===== src/rtl/btn_event_ctrl.sv =====
// -----------------------------------------------------------------------------
// btn_event_ctrl
//   Debounces four push buttons and reports PRESS / RELEASE / HOLD events
//   through a 4-entry event FIFO.
//
//   Parameters
//     TICK_DIV   : clk cycles per sample tick (2..2^20)
//     HOLD_TICKS : ticks of stable debounced press before a HOLD event (1..4095)
//
//   Ports
//     clk       : single clock, all state on posedge
//     rst_n     : asynchronous active-low reset
//     button    : raw asynchronous button levels, 1 = pressed
//     level     : debounced button levels
//     ev_valid  : FIFO head is valid
//     ev_data   : FIFO head {type[1:0], id[1:0]}; 01 PRESS, 10 RELEASE, 11 HOLD
//     ev_ready  : consumer accepts the head
//     ovf       : sticky, set when an event is dropped
//     ovf_clr   : synchronous clear of ovf (a drop in the same cycle wins)
//
//   Handshake: a pop happens on a cycle where ev_valid && ev_ready. While
//   ev_valid=1 and ev_ready=0, ev_valid and ev_data hold. ev_ready is ignored
//   while ev_valid=0. ev_data reads 0 while the FIFO is empty.
// -----------------------------------------------------------------------------
module btn_event_ctrl #(
  parameter int TICK_DIV   = 100000,
  parameter int HOLD_TICKS = 500
) (
  input  logic       clk,
  input  logic       rst_n,
  input  logic [3:0] button,
  output logic [3:0] level,
  output logic       ev_valid,
  output logic [3:0] ev_data,
  input  logic       ev_ready,
  output logic       ovf,
  input  logic       ovf_clr
);

  localparam logic [19:0] TICK_LAST = 20'(TICK_DIV - 1);
  localparam logic [11:0] HOLD_MAX  = 12'(HOLD_TICKS);

  localparam logic [1:0] EV_PRESS   = 2'b01;
  localparam logic [1:0] EV_RELEASE = 2'b10;
  localparam logic [1:0] EV_HOLD    = 2'b11;

  // synchronizer
  logic [3:0] sync1;
  logic [3:0] sync2;

  // prescaler
  logic [19:0] pre_cnt;
  logic        tick;
  logic        tick_d;

  // debounce and hold tracking
  logic [7:0]  hist     [4];
  logic [11:0] hold_cnt [4];
  logic [3:0]  level_nxt;

  // event sources and pending slots
  logic [3:0] new_ev;
  logic [1:0] new_type [4];
  logic [3:0] pend;
  logic [1:0] ptype    [4];

  // FIFO
  logic [3:0] mem [4];
  logic [1:0] wr_ptr;
  logic [1:0] rd_ptr;
  logic [2:0] count;
  logic       pop;
  logic       push;
  logic [1:0] push_idx;
  logic [3:0] push_data;

  assign tick = (pre_cnt == TICK_LAST);

  always_ff @(posedge clk or negedge rst_n) begin
    if (!rst_n) begin
      sync1   <= 4'd0;
      sync2   <= 4'd0;
      pre_cnt <= 20'd0;
      tick_d  <= 1'b0;
    end else begin
      sync1   <= button;
      sync2   <= sync1;
      pre_cnt <= tick ? 20'd0 : pre_cnt + 20'd1;
      tick_d  <= tick;
    end
  end

  always_ff @(posedge clk or negedge rst_n) begin
    if (!rst_n) begin
      for (int i = 0; i < 4; i++) hist[i] <= 8'h00;
    end else if (tick) begin
      for (int i = 0; i < 4; i++) hist[i] <= {hist[i][6:0], sync2[i]};
    end
  end

  // Level is evaluated in the cycle after a tick, when the freshly shifted
  // history is visible; tick_d is high for only that one cycle per tick.
  always_comb begin
    level_nxt = level;
    for (int i = 0; i < 4; i++) begin
      if (tick_d) begin
        if (hist[i] == 8'hFF)      level_nxt[i] = 1'b1;
        else if (hist[i] == 8'h00) level_nxt[i] = 1'b0;
      end
    end
  end

  // Level edges happen on tick_d cycles and HOLD on tick cycles, so a button
  // never produces two events in the same cycle.
  always_comb begin
    new_ev = 4'd0;
    for (int i = 0; i < 4; i++) begin
      new_type[i] = 2'b00;
      if (level_nxt[i] != level[i]) begin
        new_ev[i]   = 1'b1;
        new_type[i] = level_nxt[i] ? EV_PRESS : EV_RELEASE;
      end else if (tick && level[i] && (hold_cnt[i] == HOLD_MAX - 12'd1)) begin
        new_ev[i]   = 1'b1;
        new_type[i] = EV_HOLD;
      end
    end
  end

  always_ff @(posedge clk or negedge rst_n) begin
    if (!rst_n) begin
      level <= 4'd0;
      for (int i = 0; i < 4; i++) hold_cnt[i] <= 12'd0;
    end else begin
      level <= level_nxt;
      for (int i = 0; i < 4; i++) begin
        if (!level[i])
          hold_cnt[i] <= 12'd0;
        else if (tick && (hold_cnt[i] < HOLD_MAX))
          hold_cnt[i] <= hold_cnt[i] + 12'd1;
      end
    end
  end

  // Lowest-index pending slot wins the single push per cycle.
  always_comb begin
    push_idx = 2'd0;
    for (int i = 3; i >= 0; i--) begin
      if (pend[i]) push_idx = 2'(i);
    end
    push_data = {ptype[push_idx], push_idx};
  end

  assign ev_valid = (count != 3'd0);
  assign ev_data  = ev_valid ? mem[rd_ptr] : 4'd0;
  assign pop      = ev_valid && ev_ready;
  // A full FIFO still accepts when the head leaves in the same cycle.
  assign push     = (|pend) && ((count != 3'd4) || pop);

  // A slot that is already occupied keeps its old event; the new one is
  // dropped even if the old one is being pushed this very cycle.
  always_ff @(posedge clk or negedge rst_n) begin
    if (!rst_n) begin
      pend <= 4'd0;
      for (int i = 0; i < 4; i++) ptype[i] <= 2'b00;
      ovf  <= 1'b0;
    end else begin
      for (int i = 0; i < 4; i++) begin
        if (new_ev[i] && !pend[i]) begin
          pend[i]  <= 1'b1;
          ptype[i] <= new_type[i];
        end else if (push && (push_idx == 2'(i))) begin
          pend[i] <= 1'b0;
        end
      end
      if (|(new_ev & pend)) ovf <= 1'b1;
      else if (ovf_clr)     ovf <= 1'b0;
    end
  end

  always_ff @(posedge clk or negedge rst_n) begin
    if (!rst_n) begin
      for (int i = 0; i < 4; i++) mem[i] <= 4'd0;
      wr_ptr <= 2'd0;
      rd_ptr <= 2'd0;
      count  <= 3'd0;
    end else begin
      if (push) begin
        mem[wr_ptr] <= push_data;
        wr_ptr      <= wr_ptr + 2'd1;
      end
      if (pop) rd_ptr <= rd_ptr + 2'd1;
      case ({push, pop})
        2'b10:   count <= count + 3'd1;
        2'b01:   count <= count - 3'd1;
        default: count <= count;
      endcase
    end
  end

endmodule


===== config.mk =====
export PLATFORM = sky130hd
export DESIGN_NAME = btn_event_ctrl
export DESIGN_NICKNAME = d
export VERILOG_FILES = /design/src/rtl/btn_event_ctrl.sv
export SDC_FILE = /design/constraint.sdc
export NUM_CORES = 1
export LEC_CHECK = 0
export CAP_MARGIN = 20
export CORE_UTILIZATION = 46
export DETAILED_ROUTE_END_ITERATION = 10
export SLEW_MARGIN = 20
export SYNTH_ARGS = -nofsm -noshare
export SYNTH_HDL_FRONTEND = slang
export SYNTH_SLANG_ARGS = --single-unit

===== constraint.sdc =====
create_clock -name clk -period 3.5 [get_ports clk]
set_clock_uncertainty 0.15 [all_clocks]
set_input_delay 0.7 -clock clk [delete_from_list [all_inputs] [get_ports clk]]
set_output_delay 0.7 -clock clk [all_outputs]
set_load 0.03 [all_outputs]

==> results by group, run 1 <==
Timing
  – Unrepaired setup endpoints after global routing: false
  – Worst slew pin tran: 0.818 ns
  – Rel. slew slack: 44.9%
  – Final Hold Viols: 0
  – Final setup vio count: 0
  – Max Freq: 325 MHz
  – Tcrit/Tclk final: 88.0%
  – Min Tclk post-route: 3.08 ns
  – Max Slew Vio Count: 0
  – Fin Hold WS: 0.147 ns
  – Setup tns final: 0 ns

Clock tree
  – H-tree levels: 4
  – Worst-path clk slew: 0.06 ns
  – CTS tree: yes
  – Worst-case clock buffer depth: 2
  – Number of CTS-inserted buffers: 17
  – Clock Latency Late Sink: 0.42 ns
  – Post-CTS Setup Bufs: 0
  – Clk root buf: clkbuf_16
  – Post_cts resized: 0
  – Hold Buf Count CTS: 0
  – # clock sinks: 149

Floorplan
  – Die span in y: 124 µm
  – # rows: 44
  – # IOs: 18
  – Die footprint: 0.0155 mm²
  – Core area: 0.0146 mm²
  – Die Width: 124 µm
  – Starting Density: 47.2%

Placed design
  – Number of port buffers: 17
  – GPL Wtd Cong: 0.747
  – Detailed placement HPWL: 8790 µm

Synth
  – Post-synthesis cell count: 675
  – Top cells by area, synth: dfrtp_1 (54%), nand2_1 (7.4%), xnor2_1 (3.2%)
  – Synth Net Count: 694
  – Synth top area share: 54.2%
  – Asr flop ratio synth: 100%
  – Most frequent cell after synthesis: dfrtp_1
  – Post-synthesis mux area share: 5.31%
  – Commonest cells post-synth: dfrtp_1 (149), nand2_1 (135), nor2_1 (38)
  – Synth Area in Simple Gates: 24.3%
  – Syn avg cell area: 10.2 µm²
  – Post-synth top flop: dfrtp_1
  – Seq/Total Area, Yosys: 54.2%
  – Fraction of synthesized cell area in xor and xnor cells: 5.47%
  – FF+latch count, synth: 149
  – Adder and majority cell fraction of the synthesized area: 2.11%
  – Post-Syn Area: 0.00688 mm²
  – Cell taking the most area after synthesis: dfrtp_1
  – Yosys warns: 0
  – Largest family of logic cells by synthesized area: simple AND/OR/NAND/NOR gates
  – Compound-Gate Fraction of Synth Area: 5.80%
  – Synth cell types: 56
  – Post-synth EDFFs: 0

Final layout
  – Area grow syn2layout: 13.7%
  – Fillers: 1283
  – NumNets Final: 716
  – N_diodes: 0
  – Share of layout cells above drive strength 1: 9.31%
  – FF+latch area: 0.00373 mm²
  – Combined area of the multi-input logic cells: 0.00296 mm²
  – Final core occ: 53.6%

Global route
  – Largest net degree at the start of global routing: 80
  – Grt met3 use: 4.25%
  – Initial antenna violation count: 0
  – Global-route wire length before repair: 22400 µm
  – Gr ovfl total: 0
  – GRT busiest layer: met2
  – Global-route usage over all layers: 18.0%
  – Met1 Track Usage GR: 24.5%
  – Vias in the first global route: 4682
  – M2 GR Usage: 28.4%

Worst hold path
  – Hold Path Class: input port to asynchronous set/reset pin

Power and ir drop
  – Peak VDD IR: 0.000334 V
  – PwrDens: 529 mW/mm²
  – Leak: 3.69 nW
  – Overall Power: 0.00414 W

Drt
  – Pre-antenna DRT Iters: 4
  – Routed WL: 12900 µm
  – DR vias/cell: 5.36
  – # DRC: 0
  – DR WL/cell: 14.4 µm
  – Post-detailed-route count of antenna-violating nets: 0
  – Iteration-0 DRC Markers: 336
  – Via Count: 4783

Critical path
  – CP startpoint kind: flip-flop
  – Crit path DAT: 2.23 ns
  – R2r endpoint: hold_cnt[42]
  – Worst R2R Start: pre_cnt[0]
  – Worst Path Required: 2.65 ns
  – Reg2reg setup slack: 0.69 ns
  – Worst Setup SP: rd_ptr[0]
  – R2R cell count: 7
  – Crit path max fanout: 6
  – Crit end category: primary output
  – Critical path type: flip-flop to primary output

Status
  – Outcome: complete, no violations

Run
  – Total of max-cap violations: 0
==> worst max path at each step <==
stage / to / slack, ns
after floorplan: count[2] / 0.86
after global placement: count[2] / 0.51
after detailed placement: count[2] / 0.31
after CTS: ev_data[1] / 0.38
after global routing: ev_data[0] / 0.30
final: ev_data[1] / 0.42
==> area by class of cell <==
class,instances,share of cell area (%)
sequential,149,47.7
multi-input combinational,481,37.9
clock buffer,19,5.66
timing repair buffer,25,3.12
tap,184,2.94
clock inverter,12,1.62
inverter,23,1.10
==> metrics by stage <==
stage               worst slack, ns  area [µm²]  instances
finish                        0.420        7820        893
global route                  0.301        7820        893
CTS                           0.377        7820        893
detailed placement            0.308        7250        862
global placement              0.512        7250        862
floorplan                     0.858        6880        675
==> sequential cells by signal (all words and copies together), names as in the netlist <==
signal / flops
ovf: 1
pend: 4
ptype: 8
sync2: 4
wr_ptr: 2
pre_cnt: 20
hist: 32
hold_cnt: 48
sync1: 4
rd_ptr: 2
tick_d: 1
count: 3
mem: 16
level: 4
==> cell usage in the layout (no fill, tap or decap), drive strengths merged, types with 6 or more instances in the layout <==
cell           instances
clkdlybuf4s50         16
buf                    9
mux2i                 14
nand2b                 6
nor2                  38
clkinv                 6
xnor2                 25
xor2                  18
mux2                  12
o21ai                 17
nand4                 19
and3                  14
inv                   25
dfrtp                149
nor2b                  6
clkbuf                19
ha                    10
nor4                  15
a21oi                 20
nor3                  18
and2                  35
nand3                 20
nand2                135
==> per-layer routing <==
metal | up-vias | share of wire (%)
met1 | 2367 | 50
met2 | 51 | 48
met5 | - | 0
li1 | 2363 | -
met4 | 0 | 0.30
met3 | 2 | 2.0
==> power breakdown <==
part / switching (W) / internal, W / leakage (nW)
combinational: 0.000259 / 0.000219 / 1.39
clock: 0.000696 / 0.00106 / 0.280
sequential: 0.0000842 / 0.00182 / 2.03
==> worst max-delay path, cell delays in order (launching register included) <==
cell	delay, ns
dfrtp_1	0.54
mux4_2	0.53
and2_1	0.17
clkdlybuf4s50_1	0.58
==> kinds of logic after synthesis <==
group / count (synthesis)
AOI/OAI and AO/OA: 64
xor gates and xnor gates: 43
adders and majority gates: 11
buffers and inverters: 45
DFF: 149
muxes: 30
and+or+nand+nor: 333
Note: power is estimated with default switching activity, not from simulation.
==> run 2: changes to the inputs <==
--- a/config.mk
+++ b/config.mk
@@ -6,6 +6,7 @@
 export NUM_CORES = 1
 export LEC_CHECK = 0
 export CAP_MARGIN = 20
+export CORE_ASPECT_RATIO = 2
 export CORE_UTILIZATION = 46
 export DETAILED_ROUTE_END_ITERATION = 10
 export SLEW_MARGIN = 20
==> results by group, run 2 (same netlist as run 1, synthesis figures left out) <==
Status
  – Outcome: complete, no violations

Floorplan
  – Core area: 0.0145 mm² (-0.57%)
  – Die Width: 88.5 µm (-29%)
  – Starting Density: 47.4% (+0.27 points)
  – Die span in y: 175 µm (+41%)
  – # rows: 62 (+41%)
  – Die footprint: 0.0155 mm² (+0.19%)
  – # IOs: 18 (unchanged)

Placed design
  – GPL Wtd Cong: 0.777 (+4.1%)
  – Number of port buffers: 17 (unchanged)
  – Detailed placement HPWL: 9860 µm (+12%)

Critical path
  – Worst Path Required: 2.65 ns (about the same)
  – Crit path max fanout: 6 (unchanged)
  – Reg2reg setup slack: 0.57 ns (-0.12 ns)
  – Critical path, cell by cell: mux4_2 > and2_1 > clkdlybuf4s50_1
  – R2r endpoint: hold_cnt[37]
  – Crit end category: primary output
  – R2R cell count: 6 (-1)
  – CP max stage cell: clkdlybuf4s50_1
  – CP peak stage delay: 0.58 ns (about the same)
  – Worst R2R Start: pre_cnt[12]
  – CP startpoint kind: flip-flop
  – Crit path DAT: 2.27 ns (+0.04 ns)
  – Critical path type: flip-flop to primary output

Timing
  – Tcrit/Tclk final: 89.0% (+1.0 points)
  – Max Freq: 321 MHz (-1.2%)
  – Rel. slew slack: 46.4% (+1.5 points)
  – Worst slew pin tran: 0.804 ns (-0.0143 ns)
  – Final Hold Viols: 0 (unchanged)
  – Unrepaired setup endpoints after global routing: false
  – Final setup vio count: 0 (unchanged)
  – Max Slew Vio Count: 0 (unchanged)
  – Fin Hold WS: 0.191 ns (+0.0438 ns)
  – Min Tclk post-route: 3.12 ns (+0.0365 ns)
  – Setup tns final: 0 ns (unchanged)

Final layout
  – Area grow syn2layout: 15.3%
  – NumNets Final: 715 (-0.14%)
  – Share of layout cells above drive strength 1: 9.32% (+0.013 points)
  – N_diodes: 0 (unchanged)
  – Most frequent cells in the layout: dfrtp_1 (149), nand2_1 (135), nor2_1 (37)
  – Max reg flops: 48 (unchanged)
  – Biggest regs: hold_cnt (48), hist (32), pre_cnt (20)
  – Most flop-heavy register: hold_cnt
  – Most common cell after layout, fill and taps aside: dfrtp_1

Power and ir drop
  – Sw Share: 23.9% (-1.2 points)
  – Register share of total power: 42.6% (-3.3 points)
  – Leak: 3.74 nW (+1.3%)
  – PwrDens: 563 mW/mm² (+6.5%)
  – Clk pwr share: 46.6% (+4.1 points)
  – Peak VDD IR: 0.000342 V (+2.5%)
  – NetSw: 0.00107 W (+2.9%)
  – Logic gate share of total power: 10.8% (-0.8 points)
  – Internal power: 0.00340 W (+9.8%)

Global route
  – M2 GR Usage: 36.4% (+8.0 points)
  – Global-route wire length before repair: 23900 µm (+6.6%)
  – Vias in the first global route: 5060 (+8.1%)
  – Initial antenna violation count: 0 (unchanged)
  – Gr ovfl total: 0 (unchanged)
  – Global-route usage over all layers: 20.1% (+2.2 points)
  – Met1 Track Usage GR: 22.2% (-2.3 points)
  – Grt met3 use: 4.35% (+0.093 points)
  – Largest net degree at the start of global routing: 87 (+8.8%)
  – GRT busiest layer: met2

Clock tree
  – Clock Latency Late Sink: 0.42 ns (about the same)
  – CTS tree: yes
  – H-tree levels: 4 (unchanged)
  – Number of CTS-inserted buffers: 17 (unchanged)
  – Clk root buf: clkbuf_16
  – Hold Buf Count CTS: 0 (unchanged)
  – Worst-path clk slew: 0.06 ns (about the same)
  – # clock sinks: 149 (unchanged)
  – Post-CTS Setup Bufs: 0 (unchanged)
  – Worst-case clock buffer depth: 2 (unchanged)
  – Post_cts resized: 0 (unchanged)

Drt
  – Via Count: 4835 (+1.1%)
  – DR WL/cell: 15.3 µm (+6.2%)
  – # DRC: 0 (unchanged)
  – Iteration-0 DRC Markers: 249 (-26%)
  – Routed WL: 13800 µm (+7.0%)
  – Post-detailed-route count of antenna-violating nets: 0 (unchanged)
  – Pre-antenna DRT Iters: 6 (+2)
  – DR vias/cell: 5.37 (+0.30%)

Run
  – Total of max-cap violations: 0 (unchanged)

Worst hold path
  – Hold Path Class: input port to asynchronous set/reset pin
[run 2: cell count changes in the layout (fill, tap and decap cells not counted)]
| cell | delta |
|---|---|
| clkinv_2 | -5 |
| bufinv_16 | +4 |
| buf_4 | -1 |
| clkbuf_1 | -1 |
| clkinv_4 | +1 |
| clkinvlp_4 | -1 |
| inv_6 | +1 |
| inv_8 | +1 |
[run 2: layout make-up]
type	instances	area [µm²]
clock buffer	18	439
clock inverter	13	243
fill	1287	6570
inverter	23	86.3
multi-input combinational	481	2960
sequential	149	3730
tap	192	240
timing repair buffer	24	236
[run 2: metal layers]
metal | routed length [µm] | up-vias | part of all wire, %
met1 | 5500 | 2412 | 40
met2 | 7720 | 52 | 56
met3 | 262 | 18 | 1.9
li1 | - | 2353 | -
met4 | 286 | 0 | 2.1
met5 | 0 | - | 0
[run 2: power by group through the flow]
stage               combinational [W]  sequential (W)  clock, W
global route                 0.000541         0.00192   0.00221
finish                       0.000482         0.00190   0.00208
global placement             0.000471         0.00193         0
floorplan                    0.000355         0.00189         0
detailed placement           0.000491         0.00194         0
CTS                          0.000493         0.00191   0.00213
[run 2: worst max-delay path by stage]
| stage | slack (ns) | to | from | cells after the start |
|---|---|---|---|---|
| floorplan | 0.86 | count[2] | ev_ready | 9 |
| global placement | 0.50 | count[2] | ev_ready | 10 |
| detailed placement | 0.34 | count[2] | ev_ready | 10 |
| CTS | 0.35 | ev_data[1] | rd_ptr[0] | 3 |
| global route | 0.29 | ev_data[1] | rd_ptr[0] | 3 |
| finish | 0.38 | ev_data[1] | rd_ptr[0] | 3 |
[run 2: per-stage QoR]
stage               power, W  utilization [%]  std cells  setup WS (ns)  area [µm²]
global placement     0.00240             50.0        869          0.497        7250
finish               0.00447             54.7        900          0.384        7940
detailed placement   0.00243             50.0        869          0.338        7250
global route         0.00467             54.7        900          0.286        7940
floorplan            0.00225                -        675          0.858        6880
CTS                  0.00453             54.7        900          0.354        7940
[run 2: critical path, delay by kind of cell (launching register included)]
family	cells	cell delay [ns]
buffers and inverters	1	0.58
flip-flops	1	0.55
AND/OR/NAND/NOR	1	0.17
multiplexers	1	0.55
